$ cat config.mk
export PLATFORM = sky130hd
export DESIGN_NAME = rgb_preset_fader
export DESIGN_NICKNAME = d
export VERILOG_FILES = /design/src/rtl/rgb_preset_fader.sv
export SDC_FILE = /design/constraint.sdc
export NUM_CORES = 1
export LEC_CHECK = 0
export CAP_MARGIN = 25
export CORE_MARGIN = 1
export CORE_UTILIZATION = 45
export CTS_CLUSTER_DIAMETER = 50
export DETAILED_ROUTE_END_ITERATION = 7
export GPL_TIMING_DRIVEN = 0
export PLACE_DENSITY = 0.62
export SLEW_MARGIN = 40
export SYNTH_ARGS = -nofsm -noshare
export SYNTH_HDL_FRONTEND = slang
export SYNTH_SLANG_ARGS = --single-unit
export TNS_END_PERCENT = 5
$ cat constraint.sdc
create_clock -name clk -period 4.29 [get_ports clk]
set_clock_uncertainty 0.05 [all_clocks]
set_input_delay 0.429 -clock clk [delete_from_list [all_inputs] [get_ports clk]]
set_output_delay 0.429 -clock clk [all_outputs]
set_load 0.02 [all_outputs]
$ cat src/rtl/rgb_preset_fader.sv
// rgb_preset_fader: DEPTH colour presets of N_CH x W bits with masked writes,
// driving a registered colour that jumps or ramps one LSB per tick to a preset.
module rgb_preset_fader #(
  parameter int W     = 8,
  parameter int N_CH  = 3,
  parameter int DEPTH = 4,
  parameter int AW    = $clog2(DEPTH)
) (
  input  logic                clk,
  input  logic                rst,
  input  logic                wr_en,
  input  logic [AW-1:0]       wr_addr,
  input  logic [N_CH-1:0]     wr_ch_mask,
  input  logic [N_CH*W-1:0]   wr_data,
  input  logic                load,
  input  logic [AW-1:0]       load_addr,
  input  logic                fade_mode,
  input  logic [15:0]         step_div,
  output logic [N_CH*W-1:0]   color_out,
  output logic                busy,
  output logic                done
);

  typedef enum logic {
    IDLE,
    FADE
  } state_t;

  localparam logic [W-1:0] ONE = {{(W-1){1'b0}}, 1'b1};

  state_t              state_q;
  state_t              state_d;
  logic [N_CH*W-1:0]   mem [DEPTH];
  logic [N_CH*W-1:0]   tgt_q;
  logic [N_CH*W-1:0]   tgt_d;
  logic [N_CH*W-1:0]   color_d;
  logic [N_CH*W-1:0]   bypass;
  logic [N_CH*W-1:0]   stepped;
  logic [15:0]         div_q;
  logic [15:0]         div_d;
  logic [15:0]         tick_q;
  logic [15:0]         tick_d;
  logic                done_d;

  // Preset storage, each channel gated by its mask bit
  always_ff @(posedge clk) begin
    if (rst) begin
      for (int s = 0; s < DEPTH; s++) begin
        mem[s] <= '0;
      end
    end else if (wr_en) begin
      for (int i = 0; i < N_CH; i++) begin
        if (wr_ch_mask[i]) begin
          mem[wr_addr][i*W +: W] <= wr_data[i*W +: W];
        end
      end
    end
  end

  // Same-edge write bypass for the load target and one-LSB ramp step
  always_comb begin
    bypass  = mem[load_addr];
    stepped = color_out;
    for (int i = 0; i < N_CH; i++) begin
      if (wr_en && (wr_addr == load_addr) && wr_ch_mask[i]) begin
        bypass[i*W +: W] = wr_data[i*W +: W];
      end
      if (color_out[i*W +: W] < tgt_q[i*W +: W]) begin
        stepped[i*W +: W] = color_out[i*W +: W] + ONE;
      end else if (color_out[i*W +: W] > tgt_q[i*W +: W]) begin
        stepped[i*W +: W] = color_out[i*W +: W] - ONE;
      end
    end
  end

  // Next-state: load acceptance in IDLE, prescaled stepping in FADE
  always_comb begin
    state_d = state_q;
    color_d = color_out;
    tgt_d   = tgt_q;
    div_d   = div_q;
    tick_d  = tick_q;
    done_d  = 1'b0;
    unique case (state_q)
      IDLE: begin
        if (load) begin
          if (!fade_mode || (bypass == color_out)) begin
            color_d = bypass;
            done_d  = 1'b1;
          end else begin
            state_d = FADE;
            tgt_d   = bypass;
            div_d   = step_div;
            tick_d  = '0;
          end
        end
      end
      FADE: begin
        if (tick_q == div_q) begin
          tick_d  = '0;
          color_d = stepped;
          if (stepped == tgt_q) begin
            state_d = IDLE;
            done_d  = 1'b1;
          end
        end else begin
          tick_d = tick_q + 16'd1;
        end
      end
      default: state_d = IDLE;
    endcase
  end

  // State and datapath registers
  always_ff @(posedge clk) begin
    if (rst) begin
      state_q   <= IDLE;
      color_out <= '0;
      tgt_q     <= '0;
      div_q     <= '0;
      tick_q    <= '0;
      done      <= 1'b0;
    end else begin
      state_q   <= state_d;
      color_out <= color_d;
      tgt_q     <= tgt_d;
      div_q     <= div_d;
      tick_q    <= tick_d;
      done      <= done_d;
    end
  end

  assign busy = (state_q == FADE);

endmodule

==> qor.yml, run 1 <==
run_status:
  outcome: "finished, final reports clean"
sta:
  final_hold_viol_count: 0
  tightest_slew_ns: 0.888
  tns_ns: 0
  rsz0062_at_grt: "false"
  setup_slack_ns: 0.223
  maxSlewHeadroom_pct: 40.8
  setup_viol: 0
  fin_crit_ns: 4.07
  whs_ns: 0.455
  finalCritPeriodShare_pct: 94.8
  slew_violations: 0
  fmax_mhz: 246
critical_path:
  path_cells: "ha_1 -> nor2b_1 -> o211ai_1 -> a21oi_1 -> nor2_1 -> a21oi_1 -> a221oi_1 -> nand4_1 -> nor4_1 -> a211oi_1"
  r2r-end: "busy"
  reg2reg_slack_ns: 0.22
  worstSetupPathType: "reg -> reg"
  worst_setup_path_end_kind: "register"
  regToRegStartpoint: "color_out[17]"
  r2r_cells: 10
  cp.required_ns: 4.53
  startpoint_type: "register"
  crit_top_cell: "a21oi_1"
  slowest_stage: "dfxtp_1"
  cp-startpoint: "color_out[17]"
  cp_slowest_stage_delay_ns: 0.62
  critPathArrivalTime_ns: 4.30
  worstPathMaxFanout: 10
  endpoint: "busy"
synth:
  synthesis.nets: 1304
  yosysWarnings: 0
  synth_cell_type_count: 72
  netlist_instances: 1221
  yosys.area.top_type_share_pct: 25.2
  ys_ff_latch: 178
  avgSynthCellArea_um2: 9.36
  async_flop_share_pct: 0
  synthTopCellsByArea: "edfxtp_1 25%, dfxtp_1 14%, a21oi_1 5.2%"
  yosysMostFrequentCell: "nor2_1"
  synth_area_mm2: 0.0114
  synthFlopType: "edfxtp_1"
  synth_top_area_cell: "edfxtp_1"
  ys_seq_area_share_pct: 39.6
  synth_edf_count: 96
  synth_top_cells_by_count: "157 x nor2_1, 119 x a21oi_1, 96 x edfxtp_1, 91 x nand2_1, 82 x dfxtp_1"
die:
  dieArea_mm2: 0.0260
  rows: 57
  die_h_um: 161
  core_area_mm2: 0.0246
  die_x_um: 161
  io_pins: 78
  initial_core_util_pct: 46.4
final_layout:
  synthToLayoutAreaGrowth_pct: 15.6
  drive_above_1_share_pct: 11.6
  multi_input_area_mm2: 0.00632
  diodes: 0
  regArea_mm2: 0.00452
  nNetsFinal: 1398
  fillerInstances: 2300
power:
  powerDensity_mw_per_mm2: 401
  p_leak_nw: 5.00
  irDropWorstVdd_mv: 0.239
route:
  via_per_inst: 6.20
  dr.pass1.iters: 6
  vias: 10239
  drtAntennaViolNets: 0
  remaining_drc_errors: 0
  drtIter0Drc: 979
  finalWirelength_um: 36800
  post_drt_wl_per_cell_um: 22.3
run:
  drv_cap: 0
clock_tree:
  clk_pin_slew_ns: 0.08
  numCtsBuffers: 17
  clockBufferDepth: 2
  cts_sinks: 178
  postCtsSetupBuffers: 0
  clk_latency_ns: 0.46
  cts_max_level: 4
  ctsResizeCount: 0
  cts_hold_buf: 0
  cts_tree: "built"
  clockRootBuffer: "clkbuf_16"
placed_design:
  dp.final_hpwl_um: 28100
  place_ws_ns: 0.0239
  gp_congestion: 0.994
  port-buffer-count: 74
hold_path:
  hp-class: "reg -> reg"
  holdPathStages: 2
global_routing:
  grt_pass1_wl_um: 56400
  grt_pass1_vias: 9702
  grt_overflow_total: 0
  grt_max_degree: 21
  antenna_found_initial: 0
  grt_usage_pct: 28.8
## power breakdown
part	switching (mW)	total [mW]	internal, mW
logic	1.08	1.71	0.632
registers	0.0795	1.98	1.90
clock network	0.813	1.61	0.795
total	1.97	5.30	3.33
## cells in the final DEF (no fill, tap or decap), drive strengths merged, types with 3 or more instances in the layout
cell type / count
a311oi: 12
a41oi: 4
a21oi: 120
mux4: 24
inv: 65
o21ai: 17
ha: 31
and3: 41
nand2b: 31
a211o: 4
mux2i: 21
and4: 6
nand2: 94
dfxtp: 82
edfxtp: 96
o21a: 3
o32ai: 18
and2: 10
clkdlybuf4s50: 74
a31oi: 9
o311ai: 3
or3: 9
a211oi: 29
nor4: 24
buf: 28
xnor2: 28
xor2: 29
nand4: 41
nor2: 157
a21o: 6
o211ai: 7
o211a: 3
clkinv: 5
clkbuf: 68
o31ai: 29
nor2b: 6
nand3: 24
nor3: 30
or2: 6
a2111oi: 6
## critical path, delay by kind of cell, from the launching register on
family	cells	cell delay (ns)
AO/OA/AOI/OAI	5	1.53
flip-flops	1	0.62
adder cells (fa/ha/maj)	1	0.33
AND/OR/NAND/NOR	4	1.37
## registers in the layout (all words and copies together) (netlist names)
signal / count
tgt_q: 24
busy: 1
color_out: 24
done: 1
div_q: 16
mem: 96
tick_q: 16
## routing by layer
metal	vias to the layer above	track usage [%]	routed length, um	share of wire (%)
li1	4739	-	-	-
met1	4944	38.8	15900	43
met2	465	45.4	16800	46
met3	91	4.06	2620	7.1
met4	0	14.1	1470	4.0
met5	-	0	0	0
## through the flow
stage                     instance area, um2  util, %  power (mW)  std cells
after floorplan                        11400        -        3.15       1221
after CTS                              13200     53.6        5.27       1651
after global placement                 12600     51.1        3.67       1619
after detailed placement               12600     51.2        3.68       1619
final                                  13200     53.7        5.30       1652
after global routing                   13200     53.7        5.52       1652
## logic make-up (layout without fill, tap and decap cells)
logic type      after synthesis  after routing  share of synthesized area, %
xor+xnor                     57             57                          4.63
fa+ha+maj                    31             31                          3.39
buf+inv                     133            240                          5.34
simple gates                486            486                          21.0
flops                       178            178                          39.6
mux                          45             45                          6.57
compound gates              291            291                          19.5
## layout make-up
cell class / count / area share (%)
clock inverters: 14 / 1.31
repair buffers: 75 / 5.66
multi-input cells: 910 / 47.8
inverters: 56 / 1.59
plain buffers: 77 / 3.05
clock buffers: 18 / 3.25
flip-flops and latches: 178 / 34.2
well taps: 324 / 3.07
## worst min-delay path by stage
stage	start	end	slack, ns
final	tgt_q[12]	tgt_q[12]	0.46
after global routing	tgt_q[22]	tgt_q[22]	0.49
after CTS	tgt_q[12]	tgt_q[12]	0.46
after detailed placement	tgt_q[12]	tgt_q[12]	0.45
after global placement	tgt_q[10]	tgt_q[10]	0.45
after floorplan	tick_q[15]	tick_q[15]	0.42
Note: power is estimated with default switching activity, not from simulation.
==> inputs of run 2 (changes only) <==
Settings changed: ABC_CLOCK_PERIOD_IN_PS set to 4290, HOLD_SLACK_MARGIN set to 0.03.
==> results of run 2 <==
Same layout as run 1: the final DEF is identical, and so are final timing and power.
